$ cat config.mk
export PLATFORM = sky130hd
export DESIGN_NAME = hera_uart_rx_flat
export DESIGN_NICKNAME = d
export VERILOG_FILES = /design/src/rtl/hera_uart_rx_pkg.sv /design/src/rtl/hera_uart_rx_if.sv /design/src/rtl/hera_sync_fifo.sv /design/src/rtl/hera_uart_rx.sv /design/src/flat_wrapper.sv
export SDC_FILE = /design/constraint.sdc
export NUM_CORES = 1
export LEC_CHECK = 0
export ABC_AREA = 1
export BUFFER_PORTS_ARGS = -buffer_cell sky130_fd_sc_hd__buf_2
export CORE_MARGIN = 5
export CORE_UTILIZATION = 26
export CTS_BUF_LIST = sky130_fd_sc_hd__clkbuf_4 sky130_fd_sc_hd__clkbuf_8 sky130_fd_sc_hd__clkbuf_16
export DETAILED_ROUTE_END_ITERATION = 16
export SYNTH_ARGS = -nofsm -noshare
export SYNTH_HDL_FRONTEND = slang
export SYNTH_SLANG_ARGS = --single-unit
$ cat constraint.sdc
create_clock -name clk_i -period 3.4 [get_ports clk_i]
set_clock_uncertainty 0.15 [all_clocks]
set_input_delay 0.17 -clock clk_i [delete_from_list [all_inputs] [get_ports clk_i]]
set_output_delay 0.17 -clock clk_i [all_outputs]
set_load 0.005 [all_outputs]
$ cat src/rtl/hera_uart_rx_pkg.sv
// rtl/hera_uart_rx_pkg.sv - shared FSM states, sampling constants and helpers for the HERA UART receiver
package hera_uart_rx_pkg;

  localparam int OVERSAMPLE = 16;

  // Bit value is voted from three samples around the middle of each bit cell
  localparam logic [3:0] MID_FIRST  = 4'd6;
  localparam logic [3:0] MID_SECOND = 4'd7;
  localparam logic [3:0] MID_LAST   = 4'd8;
  localparam logic [3:0] SAMPLE_MAX = 4'd15;

  typedef enum logic [2:0] {
    ST_IDLE,
    ST_START,
    ST_DATA,
    ST_STOP,
    ST_BREAK
  } rx_state_e;

  function automatic logic maj3(input logic a, input logic b, input logic c);
    return (a & b) | (a & c) | (b & c);
  endfunction

endpackage

$ cat src/rtl/hera_uart_rx_if.sv
// rtl/hera_uart_rx_if.sv - received-byte stream between the UART receiver and its consumer
interface hera_uart_rx_if;

  logic [7:0] data;
  logic       data_valid;
  logic       data_ready;

  modport master (
    output data,
    output data_valid,
    input  data_ready
  );

  modport slave (
    input  data,
    input  data_valid,
    output data_ready
  );

endinterface

$ cat src/rtl/hera_sync_fifo.sv
// rtl/hera_sync_fifo.sv - single-clock FIFO; a pop frees room for a same-cycle push when full
module hera_sync_fifo #(
  parameter int WIDTH = 8,
  parameter int DEPTH = 8
) (
  input  logic                   clk_i,
  input  logic                   rst_i,
  input  logic                   push_i,
  input  logic [WIDTH-1:0]       push_data_i,
  input  logic                   pop_i,
  output logic [WIDTH-1:0]       head_o,
  output logic                   empty_o,
  output logic                   full_o,
  output logic [$clog2(DEPTH):0] count_o
);

  localparam int AW = $clog2(DEPTH);
  localparam logic [AW:0] FULL_COUNT = (AW + 1)'(DEPTH);

  logic [WIDTH-1:0] mem_q [DEPTH];
  logic [AW-1:0]    wr_ptr_q;
  logic [AW-1:0]    rd_ptr_q;
  logic [AW:0]      count_q;
  logic             push_ok;
  logic             pop_ok;

  assign empty_o = (count_q == '0);
  assign full_o  = (count_q == FULL_COUNT);
  assign pop_ok  = pop_i & ~empty_o;
  assign push_ok = push_i & (~full_o | pop_ok);
  assign head_o  = mem_q[rd_ptr_q];
  assign count_o = count_q;

  always_ff @(posedge clk_i) begin
    if (rst_i) begin
      wr_ptr_q <= '0;
      rd_ptr_q <= '0;
      count_q  <= '0;
      for (int i = 0; i < DEPTH; i++) begin
        mem_q[i] <= '0;
      end
    end else begin
      if (push_ok) begin
        mem_q[wr_ptr_q] <= push_data_i;
        wr_ptr_q        <= wr_ptr_q + 1'b1;
      end
      if (pop_ok) begin
        rd_ptr_q <= rd_ptr_q + 1'b1;
      end
      case ({push_ok, pop_ok})
        2'b10:   count_q <= count_q + 1'b1;
        2'b01:   count_q <= count_q - 1'b1;
        default: count_q <= count_q;
      endcase
    end
  end

endmodule

$ cat src/rtl/hera_uart_rx.sv
// rtl/hera_uart_rx.sv - 8N1 UART receiver with 16x oversampling, byte FIFO and cts flow control
module hera_uart_rx
  import hera_uart_rx_pkg::*;
#(
  parameter int CLK_HZ     = 50_000_000,
  parameter int BAUD       = 115_200,
  parameter int FIFO_DEPTH = 8,
  parameter int CTS_MARGIN = 2
) (
  input  logic           clk_i,
  input  logic           rst_i,
  input  logic           rx_i,
  output logic           cts_o,
  output logic           frame_err_o,
  output logic           overrun_o,
  hera_uart_rx_if.master byte_if
);

  localparam int DIV = CLK_HZ / (BAUD * OVERSAMPLE);
  localparam int TW  = (DIV > 1) ? $clog2(DIV) : 1;
  localparam int CW  = $clog2(FIFO_DEPTH) + 1;
  localparam logic [TW-1:0] TICK_LAST = TW'(DIV - 1);
  localparam logic [CW-1:0] CTS_LIMIT = CW'(FIFO_DEPTH - CTS_MARGIN);

  logic            rx_meta_q, rx_sync_q;
  logic [TW-1:0]   tick_cnt_q, tick_cnt_d;
  rx_state_e       state_q, state_d;
  logic [3:0]      s_q, s_d;
  logic [2:0]      bit_idx_q, bit_idx_d;
  logic [7:0]      shift_q, shift_d;
  logic [1:0]      samp_q, samp_d;
  logic            frame_err_q, frame_err_d;
  logic            overrun_q, overrun_d;
  logic            cts_q, cts_d;
  logic            tick, mid, bit_val, push, pop, push_ok;
  logic [7:0]      fifo_head;
  logic            fifo_empty, fifo_full;
  logic [CW-1:0]   fifo_count, count_next;

  assign tick    = (tick_cnt_q == TICK_LAST);
  assign mid     = tick && (s_q == MID_LAST);
  assign bit_val = maj3(samp_q[1], samp_q[0], rx_sync_q);

  always_comb begin
    state_d     = state_q;
    s_d         = s_q;
    bit_idx_d   = bit_idx_q;
    shift_d     = shift_q;
    samp_d      = samp_q;
    tick_cnt_d  = tick ? '0 : tick_cnt_q + 1'b1;
    push        = 1'b0;
    frame_err_d = 1'b0;
    if (tick && (s_q == MID_FIRST || s_q == MID_SECOND)) begin
      samp_d = {samp_q[0], rx_sync_q};
    end
    unique case (state_q)
      ST_IDLE: begin
        // Re-phase the tick counter to the start-bit edge
        if (!rx_sync_q) begin
          state_d    = ST_START;
          s_d        = '0;
          tick_cnt_d = '0;
        end
      end
      ST_START: begin
        if (tick) s_d = s_q + 1'b1;
        if (mid) begin
          state_d   = bit_val ? ST_IDLE : ST_DATA;
          bit_idx_d = '0;
        end
      end
      ST_DATA: begin
        if (tick) s_d = s_q + 1'b1;
        if (mid) begin
          shift_d   = {bit_val, shift_q[7:1]};
          bit_idx_d = bit_idx_q + 1'b1;
          if (bit_idx_q == 3'd7) state_d = ST_STOP;
        end
      end
      ST_STOP: begin
        if (tick) s_d = s_q + 1'b1;
        if (mid) begin
          if (bit_val) begin
            push    = 1'b1;
            state_d = ST_IDLE;
          end else begin
            frame_err_d = 1'b1;
            state_d     = ST_BREAK;
            s_d         = '0;
          end
        end
      end
      ST_BREAK: begin
        // s counts consecutive idle-high ticks here
        if (tick) begin
          if (!rx_sync_q)              s_d = '0;
          else if (s_q == SAMPLE_MAX)  state_d = ST_IDLE;
          else                         s_d = s_q + 1'b1;
        end
      end
      default: state_d = ST_IDLE;
    endcase
  end

  assign pop       = byte_if.data_valid & byte_if.data_ready;
  assign push_ok   = push & (~fifo_full | pop);
  assign overrun_d = push & fifo_full & ~pop;

  always_comb begin
    count_next = fifo_count;
    if (push_ok && !pop)      count_next = fifo_count + 1'b1;
    else if (pop && !push_ok) count_next = fifo_count - 1'b1;
  end

  assign cts_d = (count_next < CTS_LIMIT);

  always_ff @(posedge clk_i) begin
    if (rst_i) begin
      rx_meta_q   <= 1'b1;
      rx_sync_q   <= 1'b1;
      tick_cnt_q  <= '0;
      state_q     <= ST_IDLE;
      s_q         <= '0;
      bit_idx_q   <= '0;
      shift_q     <= '0;
      samp_q      <= '0;
      frame_err_q <= 1'b0;
      overrun_q   <= 1'b0;
      cts_q       <= 1'b1;
    end else begin
      rx_meta_q   <= rx_i;
      rx_sync_q   <= rx_meta_q;
      tick_cnt_q  <= tick_cnt_d;
      state_q     <= state_d;
      s_q         <= s_d;
      bit_idx_q   <= bit_idx_d;
      shift_q     <= shift_d;
      samp_q      <= samp_d;
      frame_err_q <= frame_err_d;
      overrun_q   <= overrun_d;
      cts_q       <= cts_d;
    end
  end

  hera_sync_fifo #(
    .WIDTH (8),
    .DEPTH (FIFO_DEPTH)
  ) u_fifo (
    .clk_i       (clk_i),
    .rst_i       (rst_i),
    .push_i      (push),
    .push_data_i (shift_q),
    .pop_i       (pop),
    .head_o      (fifo_head),
    .empty_o     (fifo_empty),
    .full_o      (fifo_full),
    .count_o     (fifo_count)
  );

  assign byte_if.data       = fifo_head;
  assign byte_if.data_valid = ~fifo_empty;
  assign cts_o              = cts_q;
  assign frame_err_o        = frame_err_q;
  assign overrun_o          = overrun_q;

endmodule

$ cat src/flat_wrapper.sv
// flat-port wrapper written by rule: the top's interface ports become plain ports
module hera_uart_rx_flat import hera_uart_rx_pkg::*;
#(
  parameter int CLK_HZ     = 50_000_000,
  parameter int BAUD       = 115_200,
  parameter int FIFO_DEPTH = 8,
  parameter int CTS_MARGIN = 2
)
  (clk_i, rst_i, rx_i, cts_o, frame_err_o, overrun_o, byte_if_data, byte_if_data_valid, byte_if_data_ready);
  hera_uart_rx_if byte_if_i ();
  input  logic clk_i;
  input  logic rst_i;
  input  logic rx_i;
  output logic cts_o;
  output logic frame_err_o;
  output logic overrun_o;
  output wire logic [$bits(byte_if_i.data)-1:0] byte_if_data;
  output wire logic [$bits(byte_if_i.data_valid)-1:0] byte_if_data_valid;
  input wire logic [$bits(byte_if_i.data_ready)-1:0] byte_if_data_ready;
  assign byte_if_data = byte_if_i.data;
  assign byte_if_data_valid = byte_if_i.data_valid;
  assign byte_if_i.data_ready = byte_if_data_ready;
  hera_uart_rx #(.CLK_HZ(CLK_HZ), .BAUD(BAUD), .FIFO_DEPTH(FIFO_DEPTH), .CTS_MARGIN(CTS_MARGIN)) u_core (.clk_i(clk_i), .rst_i(rst_i), .rx_i(rx_i), .cts_o(cts_o), .frame_err_o(frame_err_o), .overrun_o(overrun_o), .byte_if(byte_if_i));
endmodule
## Word level (Yosys, flattened, before mapping)

Memories as Yosys holds them, arrays and structs flattened. A register that Yosys moved wholly into a read port is not among the register bits.
Index checks and enable logic that the tools add are counted.

- Register bits after elaboration: 40
- Bits in writable memories: 64
- Output and inout port bits: 12
- Logic and storage cells: 124
- Memories: 1

- Add/sub/neg operators: 7
- $lt $le $gt $ge: 1
- Equal/unequal tests: 22
- Mux-type cells: 42
- Bitwise operators: 18
- Reduce and logical (&&, ||, !) cells: 19

Memories:

| name | depth | bits a word | read ports | clocked after Yosys merged registers in | write ports | line | RTL |
|---|---|---|---|---|---|---|---|
| u_core.u_fifo.mem_q | 8 | 8 | 1 | 1 | 8 | hera_sync_fifo.sv:20 | `logic [WIDTH-1:0] mem_q [DEPTH];` |

Operators by type and width:

| operator | count |
|---|---|
| $mux W3 | 14 |
| $mux W4 | 9 |
| $pmux W4 S4 | 1 |
| $mux W5 | 3 |
| $pmux W3 S5 | 1 |
| $ne A2 B1 Y1 const B | 7 |
| $eq A4 B4 Y1 const B | 3 |
| $mux W1 | 10 |
| $add A3 B1 Y3 const B | 3 |
| $and A1 B1 Y1 | 9 |
| $add A4 B1 Y4 const B | 2 |
| $eq A4 B3 Y1 const B | 2 |
| $mux W8 | 1 |
| $pmux W4 S2 | 1 |
| $reduce_and A8 Y1 | 1 |
| $reduce_or A8 Y1 | 1 |
| $eq A3 B2 Y1 const B | 2 |
| $eq A3 B3 Y1 const B | 2 |
| $pmux W3 S2 | 1 |
| $add A5 B1 Y5 const B | 1 |
| $eq A5 B5 Y1 const B | 1 |
| $not A1 Y1 | 5 |
| $logic_and A1 B1 Y1 | 4 |
| $logic_not A4 Y1 | 1 |
| other kinds (19) | 24 |

## Depth between registers and ports, before layout

- Depth after elaboration: 12
- Depth in mapped cells: 15
- Depth with buffers taken out: 15

## Modules after synthesis

From an unflattened synthesis, not the netlist that was laid out.

- Cells, all modules: 569
- Area total of the unflattened synthesis: 5132.4 um^2

By module, submodules not included:

| module | times used | cells an instance | area each (um^2) | seq. area each (um^2) |
|---|---|---|---|---|
| hera_sync_fifo | 1 | 341 | 3545.9 | 2182.1 |
| hera_uart_rx | 1 | 228 | 1586.5 | 600.6 |

## Worst setup path before layout

No wires, ideal clock.

- Path kind: reg-to-reg
- From: register u_core.s_q[0]
- To: memory u_core.u_fifo.mem_q[2][0], enable pin
- Setup time: 0.329 ns
- Arrival time: 1.722 ns
- Data required time: 2.921 ns
- Setup slack: 1.199 ns
- Stages on the path, launching flop included: 11
- Buffers on the path: 0
- Cell sequence: dfxtp_1 inv_1 ha_1 nand3_1 nor2_4 nand2_1 nor3_4 inv_4 nor2_8 nand2_4 nand2_1

RTL lines:

| what | line | RTL |
|---|---|---|
| from (decl) | hera_uart_rx.sv:28 | `logic [3:0] s_q, s_d;` |
| from (signal assigned) | hera_uart_rx.sv:123 | `s_q <= '0;` |
| from (signal assigned) | hera_uart_rx.sv:135 | `s_q <= s_d;` |
| to (decl) | hera_sync_fifo.sv:20 |  |

==> results.md <==
- Cts repair resizes: 0
- Worst EP arrival: 2.36 ns
- Port Buffer Count: 15
- Largest net degree at the start of global routing: 33
- Mapped Area: about 5000 um2
- Hold/Removal Path Class: primary input to register
- Average size of a mapped cell: ~9 um2
- Hold Worst Slack: 0.0693 ns
- Drt first pass iters: 5
- Root buf cell: clkbuf_16
- Die Wd: 148 um
- Synth warn: 0
- Detailed Route WL: 10,800 um
- Initial Util: 0.264
- Clk slew on worst S/H paths: approximately 0.070 ns
- Worst endpoint required time: 3.27 ns
- Post-synthesis sequential area ratio: 0.566
- Total GRT Usage: 0.100
- Setup violators final: 0
- Synthesis-to-finish area growth: 12.3%
- Max Clk Rate: about 0.40 GHz
- Clock buffer depth: 2
- Clk_lat worst skew: between 0.3 and 0.4 ns
- Number of antenna violations at the first check in global routing: 0
- Hpwl dp: around 7600 um
- Crit share post-route: 0.732
- DRC: 0
- Worst Setup Path Type: register to register
- Layout cells sized above 1: 0.0946
- Cts bufs inserted: 9
- Max-cap viol count: 0
- Vias in the first global route: around 3.4k
- Grt ovf: 0
- Status: completed
- Io pins: 16
- Die Y: 148 um
- N_diodes: 0
- Pleak: 0.00215 uW
- Die ar.: 21,800 um2
- Post-synth EDFFs: 64
- Number of synthesized register bits: between 100 and 150
- Pwr dens: about 570 nW/um2
- Fin nets: 570
- Count of cell types in the netlist: 34
- Vias: approximately 3.6k
- RePlAce Congestion: around 0.83
- Starting DRC count in detailed routing: between 200 and 300
- TritonCTS clock tree: done
- Synthesized netlist cell count: approximately 540
- Maximum vdd ir drop: 0.241 mV
- Row count: 50
- Routed len/inst: 13.6 um
- Core area: between 15,000 and 20,000 um2
- Drt via density: 4.59
- Routed Antenna Nets: 0
- RSZ-0062 raised after global routing: no
- Area occupied by multi-input gates: around 1900 um2
- Minimum clock period after layout: ~2.5 ns
- Crit start category: register
- Endpoint type of the worst setup path: register
- Final Hold Fails: 0
- Reg area: ~2800 um2
- Crit-path max FO: 9
- Mapped Nets: 557
- Top_reg_cell synth: edfxtp_1
- Filler cells: between 1.5k and 2k
- Worst-margin pin slew: a little under 0.8 ns
- Fin. max-slew vios: 0
- Asr flop ratio synth: 0
- First-pass GRT wire length: about 18,000 um
- Clock sinks: approximately 110
- Sum Neg Setup Slack: 0 ns
- Rel. slew slack: 0.480
- H-tree depth: 3
-- layer usage --
| metal | GRT usage | wire length [um] |
|---|---|---|
| met4 | 0.0228 | 143 |
| met2 | 0.159 | 4870 |
| met1 | 0.138 | 5170 |
| met3 | 0.0270 | 613 |
| met5 | 0 | 0 |
-- cells in the final DEF (no fill, tap or decap), types with 3 or more instances in the layout --
master and count:
nor2_1 142, edfxtp_1 64, nand2_1 57, o21ai_0 54, dfxtp_1 43, inv_1 34
a21oi_1 26, nand3_1 22, buf_2 15, ha_1 11, o22ai_1 10, a31oi_1 10
clkbuf_16 9, nand2_4 8, clkinv_1 8, xor2_1 7, nand4_1 5, nor3_1 4
inv_2 3, inv_6 3
-- state kept, by name, indices dropped and copies added (netlist names), named ones only --
name / count
u_core.frame_err_o: 1
u_core.cts_o: 1
u_core.tick_cnt_q: 5
u_core.bit_idx_q: 3
u_core.u_fifo.mem_q: 64
u_core.rx_sync_q: 1
u_core.u_fifo.rd_ptr_q: 3
u_core.u_fifo.count_o: 4
u_core.state_q: 3
u_core.overrun_o: 1
u_core.shift_q: 8
u_core.samp_q: 2
u_core.s_q: 4
u_core.rx_meta_q: 1
u_core.u_fifo.wr_ptr_q: 3
-- worst max-delay path, cell delays in order (launching register included) --
cell and delay [ns]:
dfxtp_1 0.35, inv_1 0.11, ha_1 0.15, nand3_1 0.13
nor2_4 0.18, nand2_1 0.12, nor3_4 0.23, inv_4 0.12
nor2_8 0.19, nand2_4 0.11, nand2_1 0.31
-- per-stage QoR --
step	power [uW]	instance area, um2	utilization	setup slack [ns]	std cells
6_report	3130	5520	0.296	0.911	794
5_1_grt	3300	5520	0.296	0.704	794
4_1_cts	3150	5520	0.296	0.915	794
3_5_place_dp	2180	5240	0.281	0.917	777
3_3_place_gp	2190	5240	0.281	0.972	777
2_1_floorplan	1990	4920	-	1.20	542
-- cells by family (layout without fill, tap and decap cells) --
logic type / count (synthesis) / in the layout / synth area share
buffers and inverters: 61 / 79 / 0.0476
AND/OR/NAND/NOR: 248 / 248 / 0.226
XOR/XNOR: 8 / 8 / 0.0142
adder cells (fa/ha/maj): 11 / 11 / 0.0280
flip-flops: 107 / 107 / 0.566
AO/OA/AOI/OAI: 107 / 107 / 0.118
-- cell usage after synthesis (all sizes together) (5+ instances only) --
cell type / n / area [um2]
nand3: 22 / 110
nor2: 146 / 591
dfxtp: 43 / 861
o22ai: 10 / 62.6
a31oi: 10 / 62.6
clkbuf: 14 / 52.6
o21ai: 54 / 270
clkinv: 7 / 26.3
ha: 11 / 138
xor2: 7 / 61.3
nand4: 5 / 31.3
inv: 38 / 145
nand2: 65 / 304
a21oi: 27 / 139
edfxtp: 64 / 1920
nor3: 6 / 52.6
-- report_power, final --
| part | internal [uW] | total, uW | switching (uW) |
|---|---|---|---|
| clock | 500 | 975 | 475 |
| combinational | 224 | 658 | 434 |
| sequential | 1440 | 1490 | 59.8 |
-- area by class of cell --
class / count / share of cell area
flip-flops and latches: 107 / 0.504
well taps: 234 / 0.0530
clock inverters: 7 / 0.00861
inverters: 45 / 0.0310
clock buffers: 9 / 0.0408
repair buffers: 18 / 0.0181
multi-input cells: 374 / 0.344
-- what timing repair did --
item                      in CTS  in global routing
setup buffers                  0                  0
hold buffers                   1                  0
hold endpoints to repair       1                  0
-- worst paths after layout --
kind,from,to,slack [ns],cells past startpoint
hold reg to reg,u_core.rx_meta_q,u_core.rx_sync_q,0.26,1
setup reg to reg,u_core.s_q[0],u_core.u_fifo.mem_q[5][7],0.91,10
hold / removal,rst_i,u_core.u_fifo.count_o[3],0.07,2
setup / recovery,u_core.s_q[0],u_core.u_fifo.mem_q[5][7],0.91,10
Power figures use the tool's default switching activity.
